<file path="src/rtl/spi_pkg.sv">
// Shared types and constants for the SPI mode-0 slave transmit path.
package spi_pkg;

  typedef enum logic [0:0] {SPI_IDLE, SPI_SHIFT} spi_tx_state_t;

  localparam int SPI_BITS        = 8;
  localparam int SPI_SYNC_STAGES = 2;

endpackage

</file>
<file path="src/rtl/spi_tx_fifo.sv">
// Small synchronous byte FIFO feeding the SPI transmit shift register.
// The head is presented combinationally so a load can pick it up in the same cycle as the pop.
module spi_tx_fifo
  import spi_pkg::*;
#(
  parameter int DEPTH = 4
) (
  input  logic                  clk,
  input  logic                  reset,
  input  logic                  push,
  input  logic [SPI_BITS-1:0]   din,
  input  logic                  pop,
  output logic [SPI_BITS-1:0]   dout,
  output logic [$clog2(DEPTH):0] count,
  output logic                  full,
  output logic                  empty
);

  localparam int PTR_W = $clog2(DEPTH);
  localparam int CNT_W = PTR_W + 1;

  logic [SPI_BITS-1:0] mem [DEPTH];
  logic [PTR_W-1:0]    wr_ptr;
  logic [PTR_W-1:0]    rd_ptr;
  logic                push_ok;
  logic                pop_ok;

  assign full    = (count == CNT_W'(DEPTH));
  assign empty   = (count == '0);
  assign push_ok = push && !full;
  assign pop_ok  = pop && !empty;
  assign dout    = mem[rd_ptr];

  // Pointers wrap naturally because DEPTH is a power of two.
  always_ff @(posedge clk) begin
    if (reset) begin
      wr_ptr <= '0;
      rd_ptr <= '0;
      count  <= '0;
    end else begin
      if (push_ok) wr_ptr <= wr_ptr + PTR_W'(1);
      if (pop_ok)  rd_ptr <= rd_ptr + PTR_W'(1);
      case ({push_ok, pop_ok})
        2'b10:   count <= count + CNT_W'(1);
        2'b01:   count <= count - CNT_W'(1);
        default: count <= count;
      endcase
    end
  end

  always_ff @(posedge clk) begin
    if (push_ok) mem[wr_ptr] <= din;
  end

endmodule

</file>
<file path="src/rtl/spi_slave_transmitter.sv">
// SPI mode-0 slave transmitter: oversamples SCLK/CS_N on clk and shifts queued bytes out on MISO.
// MISO changes on SCLK falling edges so it is stable when the master samples on the rising edge.
module spi_slave_transmitter
  import spi_pkg::*;
#(
  parameter int                  FIFO_DEPTH = 4,
  parameter logic [SPI_BITS-1:0] IDLE_BYTE  = 8'h00
) (
  input  logic                        clk,
  input  logic                        reset,
  input  logic                        spi_sclk,
  input  logic                        spi_cs_n,
  output logic                        spi_miso,
  output logic                        spi_miso_oe,
  input  logic [SPI_BITS-1:0]         tx_data,
  input  logic                        tx_valid,
  output logic                        tx_ready,
  output logic [$clog2(FIFO_DEPTH):0] fifo_count,
  output logic                        busy,
  output logic                        byte_done,
  output logic                        underrun,
  output logic                        aborted
);

  localparam int                BIT_W     = $clog2(SPI_BITS + 1);
  localparam logic [BIT_W-1:0]  LAST_BIT  = BIT_W'(SPI_BITS - 1);
  localparam logic [BIT_W-1:0]  FULL_BITS = BIT_W'(SPI_BITS);

  logic [SPI_SYNC_STAGES:0] sclk_sync;
  logic [SPI_SYNC_STAGES:0] cs_sync;
  logic                     sclk_rise;
  logic                     sclk_fall;
  logic                     cs_fall;
  logic                     cs_rise;

  spi_tx_state_t       state, state_nxt;
  logic [SPI_BITS-1:0] shreg, shreg_nxt;
  logic [BIT_W-1:0]    bit_cnt, bit_cnt_nxt;
  logic                load_pending, load_pending_nxt;
  logic                byte_done_nxt;
  logic                underrun_nxt;
  logic                aborted_nxt;

  logic                fifo_push;
  logic                fifo_pop;
  logic [SPI_BITS-1:0] fifo_dout;
  logic                fifo_full;
  logic                fifo_empty;

  // Synchroniser chains carry no reset so a reset taken while CS_N is low cannot fake a cs_fall.
  always_ff @(posedge clk) begin
    sclk_sync <= {sclk_sync[SPI_SYNC_STAGES-1:0], spi_sclk};
    cs_sync   <= {cs_sync[SPI_SYNC_STAGES-1:0], spi_cs_n};
  end

  assign sclk_rise =  sclk_sync[SPI_SYNC_STAGES-1] & ~sclk_sync[SPI_SYNC_STAGES];
  assign sclk_fall = ~sclk_sync[SPI_SYNC_STAGES-1] &  sclk_sync[SPI_SYNC_STAGES];
  assign cs_fall   = ~cs_sync[SPI_SYNC_STAGES-1]   &  cs_sync[SPI_SYNC_STAGES];
  assign cs_rise   =  cs_sync[SPI_SYNC_STAGES-1]   & ~cs_sync[SPI_SYNC_STAGES];

  assign tx_ready  = ~fifo_full;
  assign fifo_push = tx_valid && tx_ready;

  spi_tx_fifo #(
    .DEPTH (FIFO_DEPTH)
  ) u_fifo (
    .clk   (clk),
    .reset (reset),
    .push  (fifo_push),
    .din   (tx_data),
    .pop   (fifo_pop),
    .dout  (fifo_dout),
    .count (fifo_count),
    .full  (fifo_full),
    .empty (fifo_empty)
  );

  assign busy        = (state == SPI_SHIFT);
  assign spi_miso_oe = busy;
  assign spi_miso    = busy & shreg[SPI_BITS-1];

  always_comb begin
    state_nxt        = state;
    shreg_nxt        = shreg;
    bit_cnt_nxt      = bit_cnt;
    load_pending_nxt = load_pending;
    fifo_pop         = 1'b0;
    byte_done_nxt    = 1'b0;
    underrun_nxt     = 1'b0;
    aborted_nxt      = 1'b0;
    case (state)
      SPI_IDLE: begin
        if (cs_fall) begin
          fifo_pop         = ~fifo_empty;
          shreg_nxt        = fifo_empty ? IDLE_BYTE : fifo_dout;
          underrun_nxt     = fifo_empty;
          bit_cnt_nxt      = '0;
          load_pending_nxt = 1'b0;
          state_nxt        = SPI_SHIFT;
        end
      end
      SPI_SHIFT: begin
        if (cs_rise) begin
          aborted_nxt      = (bit_cnt != '0) && (bit_cnt < FULL_BITS);
          load_pending_nxt = 1'b0;
          state_nxt        = SPI_IDLE;
        end else if (sclk_rise) begin
          if (bit_cnt < FULL_BITS) begin
            bit_cnt_nxt = bit_cnt + BIT_W'(1);
            if (bit_cnt == LAST_BIT) begin
              byte_done_nxt    = 1'b1;
              load_pending_nxt = 1'b1;
            end
          end
        end else if (sclk_fall) begin
          // The falling edge that closes a byte reloads instead of shifting, giving gapless bytes.
          if (load_pending) begin
            fifo_pop         = ~fifo_empty;
            shreg_nxt        = fifo_empty ? IDLE_BYTE : fifo_dout;
            underrun_nxt     = fifo_empty;
            bit_cnt_nxt      = '0;
            load_pending_nxt = 1'b0;
          end else begin
            shreg_nxt = {shreg[SPI_BITS-2:0], 1'b0};
          end
        end
      end
      default: state_nxt = SPI_IDLE;
    endcase
  end

  always_ff @(posedge clk) begin
    if (reset) begin
      state        <= SPI_IDLE;
      shreg        <= '0;
      bit_cnt      <= '0;
      load_pending <= 1'b0;
      byte_done    <= 1'b0;
      underrun     <= 1'b0;
      aborted      <= 1'b0;
    end else begin
      state        <= state_nxt;
      shreg        <= shreg_nxt;
      bit_cnt      <= bit_cnt_nxt;
      load_pending <= load_pending_nxt;
      byte_done    <= byte_done_nxt;
      underrun     <= underrun_nxt;
      aborted      <= aborted_nxt;
    end
  end

endmodule

</file>
<file path="config.mk">
export PLATFORM = sky130hd
export DESIGN_NAME = spi_slave_transmitter
export DESIGN_NICKNAME = d
export VERILOG_FILES = /design/src/rtl/spi_pkg.sv /design/src/rtl/spi_tx_fifo.sv /design/src/rtl/spi_slave_transmitter.sv
export SDC_FILE = /design/constraint.sdc
export NUM_CORES = 1
export LEC_CHECK = 0
export BUFFER_PORTS_ARGS = -buffer_cell sky130_fd_sc_hd__buf_4
export CORE_UTILIZATION = 51
export DETAILED_ROUTE_END_ITERATION = 7
export GPL_TIMING_DRIVEN = 0
export PLACE_DENSITY = 0.7
export REMOVE_ABC_BUFFERS = 1
export SLEW_MARGIN = 5
export SYNTH_ARGS = -nofsm -noshare
export SYNTH_HDL_FRONTEND = slang
export SYNTH_SLANG_ARGS = --single-unit
</file>
<file path="constraint.sdc">
create_clock -name clk -period 2.45 [get_ports clk]
set_input_delay 0.1225 -clock clk [delete_from_list [all_inputs] [get_ports clk]]
set_output_delay 0.1225 -clock clk [all_outputs]
set_load 0.02 [all_outputs]
</file>
==> results.sh, run 1 <==
export IMPL_r2r_start="u_fifo.count[0]$_SDFFE_PP0P_"
export IMPL_layout_cells_most_common="edfxtp_1"
export IMPL_hold_viol_final=0
export IMPL_wl_per_cell_um=16.4
export IMPL_fin_cells=299
export IMPL_cts_setup_buffers=0
export IMPL_p_leak_uw=0.00111
export IMPL_peakVddDrop_mv=0.482
export IMPL_skew_ns=0.00634
export IMPL_final_cell_mix="32 x edfxtp_1, 28 x dfxtp_1, 22 x buf_4"
export IMPL_hold_path_class="in -> reg"
export IMPL_path_max_fanout=6
export IMPL_hpwl_mm=3.32
export IMPL_drt_wl_total_mm=4.89
export IMPL_fp_dieW_um=73.2
export IMPL_reg2reg_depth=9
export IMPL_avgSynthCellArea_um2=13.5
export IMPL_cts_max_level=3
export IMPL_syn_to_final_growth_pct=19.4
export IMPL_synth_async_reset_ratio=0
export IMPL_layout_min_cycle_time_ns=2.32
export IMPL_grt_max_degree=24
export IMPL_holdPathEnd="u_fifo.count[0]$_SDFFE_PP0P_"
export IMPL_synth_top_cell_area_share=0.372
export IMPL_max_freq_ghz=0.430
export IMPL_cts_sinks=64
export IMPL_numPortBuffers=22
export IMPL_p_per_area_nw_per_um2=775
export IMPL_synthTopCellsByArea="edfxtp_1 37%, dfxtp_1 25%, mux4_2 7.0%, ha_1 3.4%, a221oi_1 2.4%"
export IMPL_tightest_slew_ns=0.570
export IMPL_post_route_util=0.645
export IMPL_critPathKind="reg -> reg"
export IMPL_finalSetupTns_ns=0
export IMPL_overflow=0
export IMPL_rows=25
export IMPL_cts_tree="done"
export IMPL_hp_start="reset"
export IMPL_layout_nets=248
export IMPL_r2r_end="u_fifo.count[2]$_SDFFE_PP0P_"
export IMPL_final_setup_worst_slack_ns=0.126
export IMPL_synth_seq_cells=64
export IMPL_ios=23
export IMPL_ant_nets=0
export IMPL_gp_congestion=0.714
export IMPL_dieHeight_um=73.2
export IMPL_syn_area_um2=2590
export IMPL_clk_pin_slew_ns=0.06
export IMPL_setup_violations=0
export IMPL_drc=0
export IMPL_postSynthCellCount=191
export IMPL_first_global_vias=1665
export IMPL_num_antenna_cells=0
export IMPL_drv_cap=0
export IMPL_cts_buffers_inserted=9
export IMPL_die_area_um2=5360
export IMPL_synth_seq_area_share=0.619
export IMPL_dp_cells=273
export IMPL_firstDrtPassIters=4
export IMPL_drt_iter0_drc=57
export IMPL_whs_path_depth=2
export IMPL_vias=1645
export IMPL_r2r_setup_slack_ns=0.13
export IMPL_initial_core_util=0.540
export IMPL_p_total_uw=2390
export IMPL_grt_usage=0.206
export IMPL_outcome="completed"
export IMPL_ys_types=50
export IMPL_critPathLaunchType="flop"
export IMPL_antenna_found_initial=0
export IMPL_relSlewSlack=0.619
export IMPL_cts_root_buf="clkbuf_8"
export IMPL_dp_slack_ns=-0.00522
export IMPL_synth_warnings=0
export IMPL_drt_vias_per_instance=5.50
export IMPL_cp_arrival_ns=2.57
export IMPL_clock_path_buffers=2
export IMPL_synth_edff_count=32
export IMPL_clk_latency_ns=0.32
export IMPL_drive_above_1_share=0.246
export IMPL_synth_top_cell_by_area="edfxtp_1"
export IMPL_coreArea_um2=4790
export IMPL_ys_dominant_reg_cell="edfxtp_1"
export IMPL_required_ns=2.70
export IMPL_drv_slew=0
export IMPL_grt_pass1_wl_mm=7.94
export IMPL_cp_end_kind="flop"
export IMPL_min_period_over_period=0.949
-- synth_stat cells, drive strengths merged (2+ instances only) --
master and number:
ha 7, and2b 2, nand3 5, edfxtp 32, xor2 2, and3 5
nor3 9, or3 2, and2 2, nor2 15, a21oi 9, a221oi 7
mux4 8, nand2 5, nor3b 2, clkbuf 2, dfxtp 32, o21ai 4
or3b 2, inv 10, a31oi 2, nor2b 3, o21a 2, buf 5
a21boi 2
-- layout make-up --
type	count	area [µm²]
fill	359	1700
multi-input combinational	110	913
clock inverter	4	45.0
inverter	10	37.5
clock buffer	12	135
tap	67	83.8
sequential	64	1610
timing repair buffer	32	265
-- where the power goes --
part | switching (µW) | internal, µW | leakage, µW | total (µW)
clock | 364 | 464 | 0.0000857 | 829
combinational | 172 | 142 | 0.000469 | 314
sequential | 54.1 | 1200 | 0.000558 | 1250
total | 590 | 1800 | 0.00111 | 2390
-- routing by layer --
metal | wire [µm] | track usage
met5 | 0 | 0
met4 | 78 | 0.0980
met2 | 2460 | 0.335
met3 | 137 | 0.0414
met1 | 2210 | 0.264
-- state kept, by name, summed over array words and instances, names as in the netlist, named ones only --
register and count:
u_fifo.mem 32, shreg 8, bit_cnt 4, cs_sync 3, sclk_sync 3, u_fifo.count 3, u_fifo.rd_ptr 2, u_fifo.wr_ptr 2
aborted 1, busy 1, byte_done 1, load_pending 1, underrun 1
-- worst max-delay path, stage by stage, from the launching register on --
cell	delay [ns]
dfxtp_2	0.35
or3b_4	0.43
and2_4	0.19
inv_2	0.05
ha_1	0.17
inv_1	0.06
fa_1	0.37
xor2_1	0.16
or3_1	0.31
a21oi_1	0.15
-- worst max-delay path by stage --
stage                     depth (start not counted)  slack, ns                            to                    startpoint
after floorplan                                   9      -0.05  u_fifo.count[2]$_SDFFE_PP0P_  u_fifo.count[2]$_SDFFE_PP0P_
after global placement                            8       0.09  u_fifo.count[2]$_SDFFE_PP0P_               busy$_SDFF_PP0_
after detailed placement                          8     -0.005  u_fifo.count[2]$_SDFFE_PP0P_               busy$_SDFF_PP0_
after CTS                                         9       0.03  u_fifo.count[2]$_SDFFE_PP0P_  u_fifo.count[2]$_SDFFE_PP0P_
after global routing                              9     -0.003  u_fifo.count[2]$_SDFFE_PP0P_  u_fifo.count[2]$_SDFFE_PP0P_
final                                             9       0.13  u_fifo.count[2]$_SDFFE_PP0P_  u_fifo.count[0]$_SDFFE_PP0P_
-- cell families after synthesis --
| logic type | share of synthesized area |
|---|---|
| multiplexers | 0.0740 |
| adder cells (fa/ha/maj) | 0.0416 |
| flip-flops | 0.619 |
| buffers and inverters | 0.0295 |
| AO/OA/AOI/OAI | 0.0910 |
| XOR/XNOR | 0.0102 |
| AND/OR/NAND/NOR | 0.135 |
-- what timing repair did --
item / in CTS / in global routing
endpoints found under the setup margin: 1 / 1
hold buffers: 10 / 0
pin swaps: 0 / 1
hold endpoints to repair: 33 / 0
resized for setup: 2 / 5
-- per-stage QoR --
stage	area, µm²	hold slack (ns)
global route	3090	0.151
finish	3090	0.143
CTS	3080	0.127
floorplan	2550	0.150
global placement	2800	0.227
detailed placement	2800	0.229
No activity file was read; power rests on OpenSTA's default activity.
==> run 2, diff against run 1 <==
- ABC_AREA: unset -> 1
- SLEW_MARGIN: 5 -> 40
==> results.sh, run 2 <==
export IMPL_cpPeakStageDelay_ns=0.38
export IMPL_synth_warnings=0
export IMPL_grt_pass1_wl_mm=7.80
export IMPL_gp_congestion=0.792
export IMPL_critPathKind="reg -> reg"
export IMPL_top_regs="u_fifo.mem x32, shreg x8, bit_cnt x4"
export IMPL_drv_slew=0
export IMPL_p_leak_uw=0.00135
export IMPL_drive_above_1_share=0.165
export IMPL_synth_top_family_by_area="simple AND/OR/NAND/NOR gates"
export IMPL_dieHeight_um=75.4
export IMPL_finalSetupTns_ns=0
export IMPL_yosysMostFrequentCell="nand2_1"
export IMPL_outcome="completed"
export IMPL_layout_nets=355
export IMPL_p_switching_uw=608
export IMPL_wl_per_cell_um=12.0
export IMPL_path_max_fanout=7
export IMPL_ios=23
export IMPL_ys_types=29
export IMPL_setup_violations=0
export IMPL_critPathLaunchType="flop"
export IMPL_hold_path_class="in -> reg"
export IMPL_clock_power_share=0.353
export IMPL_whs_path_depth=2
export IMPL_max_freq_ghz=0.467
export IMPL_path_common_cell="inv_1"
export IMPL_fin_cells=409
export IMPL_cts_root_buf="clkbuf_8"
export IMPL_hold_viol_final=0
export IMPL_hp_start="reset"
export IMPL_top_register="u_fifo.mem"
export IMPL_cts_buffers_inserted=9
export IMPL_clk_pin_slew_ns=0.07
export IMPL_final_cell_mix="70 x nand2_1, 42 x nand3_1, 32 x inv_1, 32 x edfxtp_1, 31 x nor2_1"
export IMPL_holdPathEnd="busy$_SDFF_PP0_"
export IMPL_drt_vias_per_instance=4.89
export IMPL_r2r_end="u_fifo.count[2]$_SDFFE_PP0P_"
export IMPL_synth_top_cell_area_share=0.350
export IMPL_coreArea_um2=5140
export IMPL_synth_area_mux_share=0
export IMPL_rows=26
export IMPL_avgSynthCellArea_um2=9.19
export IMPL_power_frac_seq=0.518
export IMPL_r2r_setup_slack_ns=0.31
export IMPL_layout_min_cycle_time_ns=2.14
export IMPL_p_per_area_nw_per_um2=731
export IMPL_intPower_uw=1770
export IMPL_num_antenna_cells=0
export IMPL_crit_family="adder cells"
export IMPL_synthXorXnorAreaFrac=0.00319
export IMPL_rsz0062_at_grt="no"
export IMPL_ys_dominant_reg_cell="edfxtp_1"
export IMPL_numPortBuffers=22
export IMPL_relSlewSlack=0.467
export IMPL_min_period_over_period=0.873
export IMPL_dp_cells=383
export IMPL_antenna_found_initial=0
export IMPL_nFillCells=454
export IMPL_first_global_vias=1774
export IMPL_vias=2002
export IMPL_ant_nets=0
export IMPL_overflow=0
export IMPL_drc=0
export IMPL_cts_setup_buffers=0
export IMPL_synth_async_reset_ratio=0
export IMPL_synth_simple_area_share=0.260
export IMPL_synth_top_cell_by_area="edfxtp_1"
export IMPL_cts_tree="done"
export IMPL_layout_cells_most_common="nand2_1"
export IMPL_syn_to_final_growth_pct=18.1
export IMPL_required_ns=2.67
export IMPL_cts_sinks=64
export IMPL_cp_end_kind="flop"
export IMPL_postSynthCellCount=299
export IMPL_drt_wl_total_mm=4.90
export IMPL_drt_iter0_drc=85
export IMPL_crit_buf_inv=3
export IMPL_cp_arrival_ns=2.36
export IMPL_grt_usage=0.195
export IMPL_synth_adder_area_share=0.0391
export IMPL_clock_path_buffers=2
export IMPL_clk_latency_ns=0.33
export IMPL_largest_reg_flops=32
export IMPL_tightest_slew_ns=0.797
export IMPL_hpwl_mm=3.32
export IMPL_initial_core_util=0.535
export IMPL_firstDrtPassIters=4
export IMPL_synth_compound_area_frac=0.0446
export IMPL_die_area_um2=5690
export IMPL_fp_dieW_um=75.4
export IMPL_cts_max_level=3
export IMPL_synthTopCellsByArea="edfxtp_1 35%, dfxtp_1 23%, nand2_1 9.8%, nand3_1 7.6%, inv_1 4.4%"
export IMPL_synth_seq_cells=64
export IMPL_synth_seq_area_share=0.583
export IMPL_syn_area_um2=2750
export IMPL_cp_cell_sequence="inv_1 -> nand2_2 -> nand3b_1 -> nand2_2 -> nand2_1 -> inv_1 -> ha_1 -> inv_1 -> fa_1 -> a21oi_1 -> o21ai_0 -> o21ai_0 -> a21oi_1"
export IMPL_synth_edff_count=32
export IMPL_peakVddDrop_mv=0.434
export IMPL_critPathSlowestCell="fa_1"
export IMPL_switching_share=0.256
export IMPL_synth_common_cells="72 x nand2_1, 42 x nand3_1"
export IMPL_grt_max_degree=18
export IMPL_drv_cap=0
export IMPL_skew_ns=0.00530
export IMPL_r2r_start="cs_sync[2]$_DFF_P_"
export IMPL_reg2reg_depth=13
export IMPL_comb_power_share=0.129
==> run 2: repair_timing <==
item / in CTS / in global routing
hold buffers: 10 / 0
setup endpoints to repair: 0 / 1
endpoints found under the hold margin: 34 / 0
resized for setup: 0 / 5
==> run 2: power groups by stage <==
| stage | sequential [µW] | combinational (µW) | clock [µW] |
|---|---|---|---|
| 6_report | 1230 | 307 | 838 |
| 5_1_grt | 1240 | 351 | 906 |
| 3_3_place_gp | 1250 | 285 | 0 |
| 2_1_floorplan | 1250 | 190 | 0 |
| 3_5_place_dp | 1250 | 293 | 0 |
| 4_1_cts | 1230 | 307 | 857 |
==> run 2: kinds of logic after synthesis <==
family          Yosys count
compound gates           21
buf+inv                  44
fa+ha+maj                 8
xor+xnor                  1
simple gates            161
flops                    64
==> run 2: cell type report <==
| cell class | count | area [µm²] | area share |
|---|---|---|---|
| repair buffers | 32 | 265 | 0.0817 |
| clock inverters | 6 | 60.1 | 0.0185 |
| clock buffers | 10 | 128 | 0.0393 |
| well taps | 70 | 87.6 | 0.0270 |
| inverters | 36 | 138 | 0.0424 |
| flip-flops and latches | 64 | 1610 | 0.495 |
| multi-input cells | 191 | 962 | 0.296 |
==> run 2: through the flow <==
stage	setup slack [ns]	util	cell area (µm²)	hold slack, ns	total power [µW]
floorplan	0.149	-	2690	0.150	1440
global placement	0.163	0.573	2950	0.229	1540
detailed placement	0.0819	0.573	2950	0.229	1550
CTS	0.0708	0.629	3230	0.0659	2390
global route	0.0199	0.632	3250	0.0749	2490
finish	0.311	0.632	3250	0.0763	2370
==> run 2: how the worst max path moves through the flow <==
stage,startpoint,end,cells past startpoint
finish,cs_sync[2]$_DFF_P_,u_fifo.count[2]$_SDFFE_PP0P_,13
CTS,busy$_SDFF_PP0_,u_fifo.count[2]$_SDFFE_PP0P_,12
detailed placement,busy$_SDFF_PP0_,u_fifo.count[2]$_SDFFE_PP0P_,12
global placement,busy$_SDFF_PP0_,u_fifo.count[2]$_SDFFE_PP0P_,12
floorplan,busy$_SDFF_PP0_,u_fifo.count[2]$_SDFFE_PP0P_,12
global route,cs_sync[2]$_DFF_P_,u_fifo.count[2]$_SDFFE_PP0P_,13
==> run 2: routing by layer <==
metal | part of all wire | track usage | up-vias
li1 | - | - | 1037
met1 | 0.44 | 0.222 | 933
met2 | 0.51 | 0.333 | 26
met3 | 0.036 | 0.0794 | 6
met4 | 0.012 | 0.0679 | 0
met5 | 0 | 0 | -
==> run 3, diff against run 2 <==
- RECOVER_POWER: unset -> 50
==> results.sh, run 3 (synthesized netlist as in run 2, its figures left out) <==
export IMPL_outcome="completed"
export IMPL_skew_ns=0.00595
export IMPL_rsz0062_at_grt="no"
export IMPL_relSlewSlack=0.469
export IMPL_clk_latency_ns=0.33
export IMPL_cts_tree="done"
export IMPL_grt_usage=0.195
export IMPL_hold_path_class="in -> reg"
export IMPL_p_switching_uw=608
export IMPL_required_ns=2.67
export IMPL_die_area_um2=5690
export IMPL_dieHeight_um=75.4
export IMPL_hold_viol_final=0
export IMPL_initial_core_util=0.535
export IMPL_grt_max_degree=18
export IMPL_dp_cells=383
export IMPL_power_frac_seq=0.520
export IMPL_p_per_area_nw_per_um2=742
export IMPL_antenna_found_initial=0
export IMPL_syn_to_final_growth_pct=15.8
export IMPL_post_route_util=0.620
export IMPL_drt_wl_total_mm=4.91
export IMPL_tightest_slew_ns=0.794
export IMPL_clock_power_share=0.355
export IMPL_peakVddDrop_mv=0.435
export IMPL_ant_nets=0
export IMPL_firstDrtPassIters=4
export IMPL_critPathLaunchType="flop"
export IMPL_layout_cells_most_common="nand2_1"
export IMPL_cts_root_buf="clkbuf_8"
export IMPL_cp_arrival_ns=2.37
export IMPL_vias=1997
export IMPL_grt_pass1_wl_mm=7.80
export IMPL_top_regs="u_fifo.mem x32, shreg x8, bit_cnt x4"
export IMPL_drt_iter0_drc=91
export IMPL_placed_cell_area_um2=2950
export IMPL_largest_reg_flops=32
export IMPL_cts_sinks=64
export IMPL_top_register="u_fifo.mem"
export IMPL_layout_min_cycle_time_ns=2.15
export IMPL_clk_pin_slew_ns=0.07
export IMPL_setup_violations=0
export IMPL_clock_path_buffers=2
export IMPL_min_period_over_period=0.877
export IMPL_layout_nets=355
export IMPL_cts_max_level=3
export IMPL_drive_above_1_share=0.115
export IMPL_cp_end_kind="flop"
export IMPL_final_cell_mix="70 x nand2_1, 42 x nand3_1, 32 x nor2_1, 32 x inv_1, 32 x edfxtp_1"
export IMPL_p_leak_uw=0.00129
export IMPL_fp_dieW_um=75.4
export IMPL_hpwl_mm=3.32
export IMPL_wl_per_cell_um=12.0
export IMPL_path_max_fanout=7
export IMPL_finalSetupTns_ns=0
export IMPL_switching_share=0.257
export IMPL_rows=26
export IMPL_drv_cap=0
export IMPL_numPortBuffers=22
export IMPL_nFillCells=475
export IMPL_gp_congestion=0.792
export IMPL_drt_vias_per_instance=4.88
export IMPL_p_total_uw=2360
export IMPL_ios=23
export IMPL_intPower_uw=1750
export IMPL_drc=0
export IMPL_cts_buffers_inserted=9
export IMPL_final_area_um2=3180
export IMPL_critPathKind="reg -> reg"
export IMPL_overflow=0
export IMPL_num_antenna_cells=0
export IMPL_fin_cells=409
export IMPL_comb_power_share=0.125
export IMPL_drv_slew=0
export IMPL_coreArea_um2=5140
export IMPL_max_freq_ghz=0.465
export IMPL_first_global_vias=1774
==> run 3: changes by cell type in the layout (fill, tap and decap cells not counted), sizes merged <==
cell    change
buf        -18
clkbuf     +18
==> run 3: power groups by stage <==
stage | Combinational (µW) | Clock (µW) | Sequential [µW]
after floorplan | 190 | 0 | 1250
after global placement | 285 | 0 | 1250
after detailed placement | 293 | 0 | 1250
after CTS | 307 | 857 | 1230
after global routing | 337 | 906 | 1240
final | 294 | 839 | 1230
==> run 3: final timing paths <==
kind / startpoint / endpoint / slack [ns] / depth (start not counted)
setup / recovery: cs_sync[2]$_DFF_P_ / u_fifo.count[2]$_SDFFE_PP0P_ / 0.30 / 13
setup reg to reg: cs_sync[2]$_DFF_P_ / u_fifo.count[2]$_SDFFE_PP0P_ / 0.30 / 13
hold reg to reg: cs_sync[0]$_DFF_P_ / cs_sync[1]$_DFF_P_ / 0.33 / 0
hold / removal: reset / busy$_SDFF_PP0_ / 0.08 / 2
==> run 3: area by class of cell <==
class | instances | area (µm²) | share of cell area
repair buffers | 32 | 205 | 0.0644
clock inverters | 6 | 60.1 | 0.0189
inverters | 36 | 138 | 0.0432
multi-input cells | 191 | 960 | 0.301
clock buffers | 10 | 128 | 0.0401
flip-flops and latches | 64 | 1610 | 0.505
well taps | 70 | 87.6 | 0.0275
==> run 3: stage by stage <==
stage                     hold slack, ns  setup WS, ns
after CTS                         0.0659        0.0708
after floorplan                    0.150         0.149
after global placement             0.229         0.163
final                             0.0793         0.301
after global routing              0.0749        0.0199
after detailed placement           0.229        0.0819
==> run 3: metal layers <==
layer	global-route usage	vias to the layer above	wire length (µm)
met1	0.222	923	2150
li1	-	1039	-
met3	0.0794	2	201
met4	0.0679	0	27
met2	0.333	33	2530
met5	0	-	0
==> run 3: what timing repair did <==
| action | 4_1_cts | 5_1_grt |
|---|---|---|
| hold buffers | 10 | 0 |
| setup endpoints to repair | 0 | 1 |
| hold endpoints to repair | 34 | 0 |
| gates resized for setup | 0 | 5 |
| setup buffers | 0 | 0 |
==> run 3: critical path, cell delays in order, from the launching register on <==
cell,delay (ns)
dfxtp_1,0.36
inv_1,0.06
nand2_2,0.15
nand3b_1,0.12
nand2_2,0.11
nand2_1,0.08
inv_1,0.08
ha_1,0.15
inv_1,0.07
fa_1,0.38
a21oi_1,0.15
o21ai_0,0.12
o21ai_0,0.16
a21oi_1,0.05
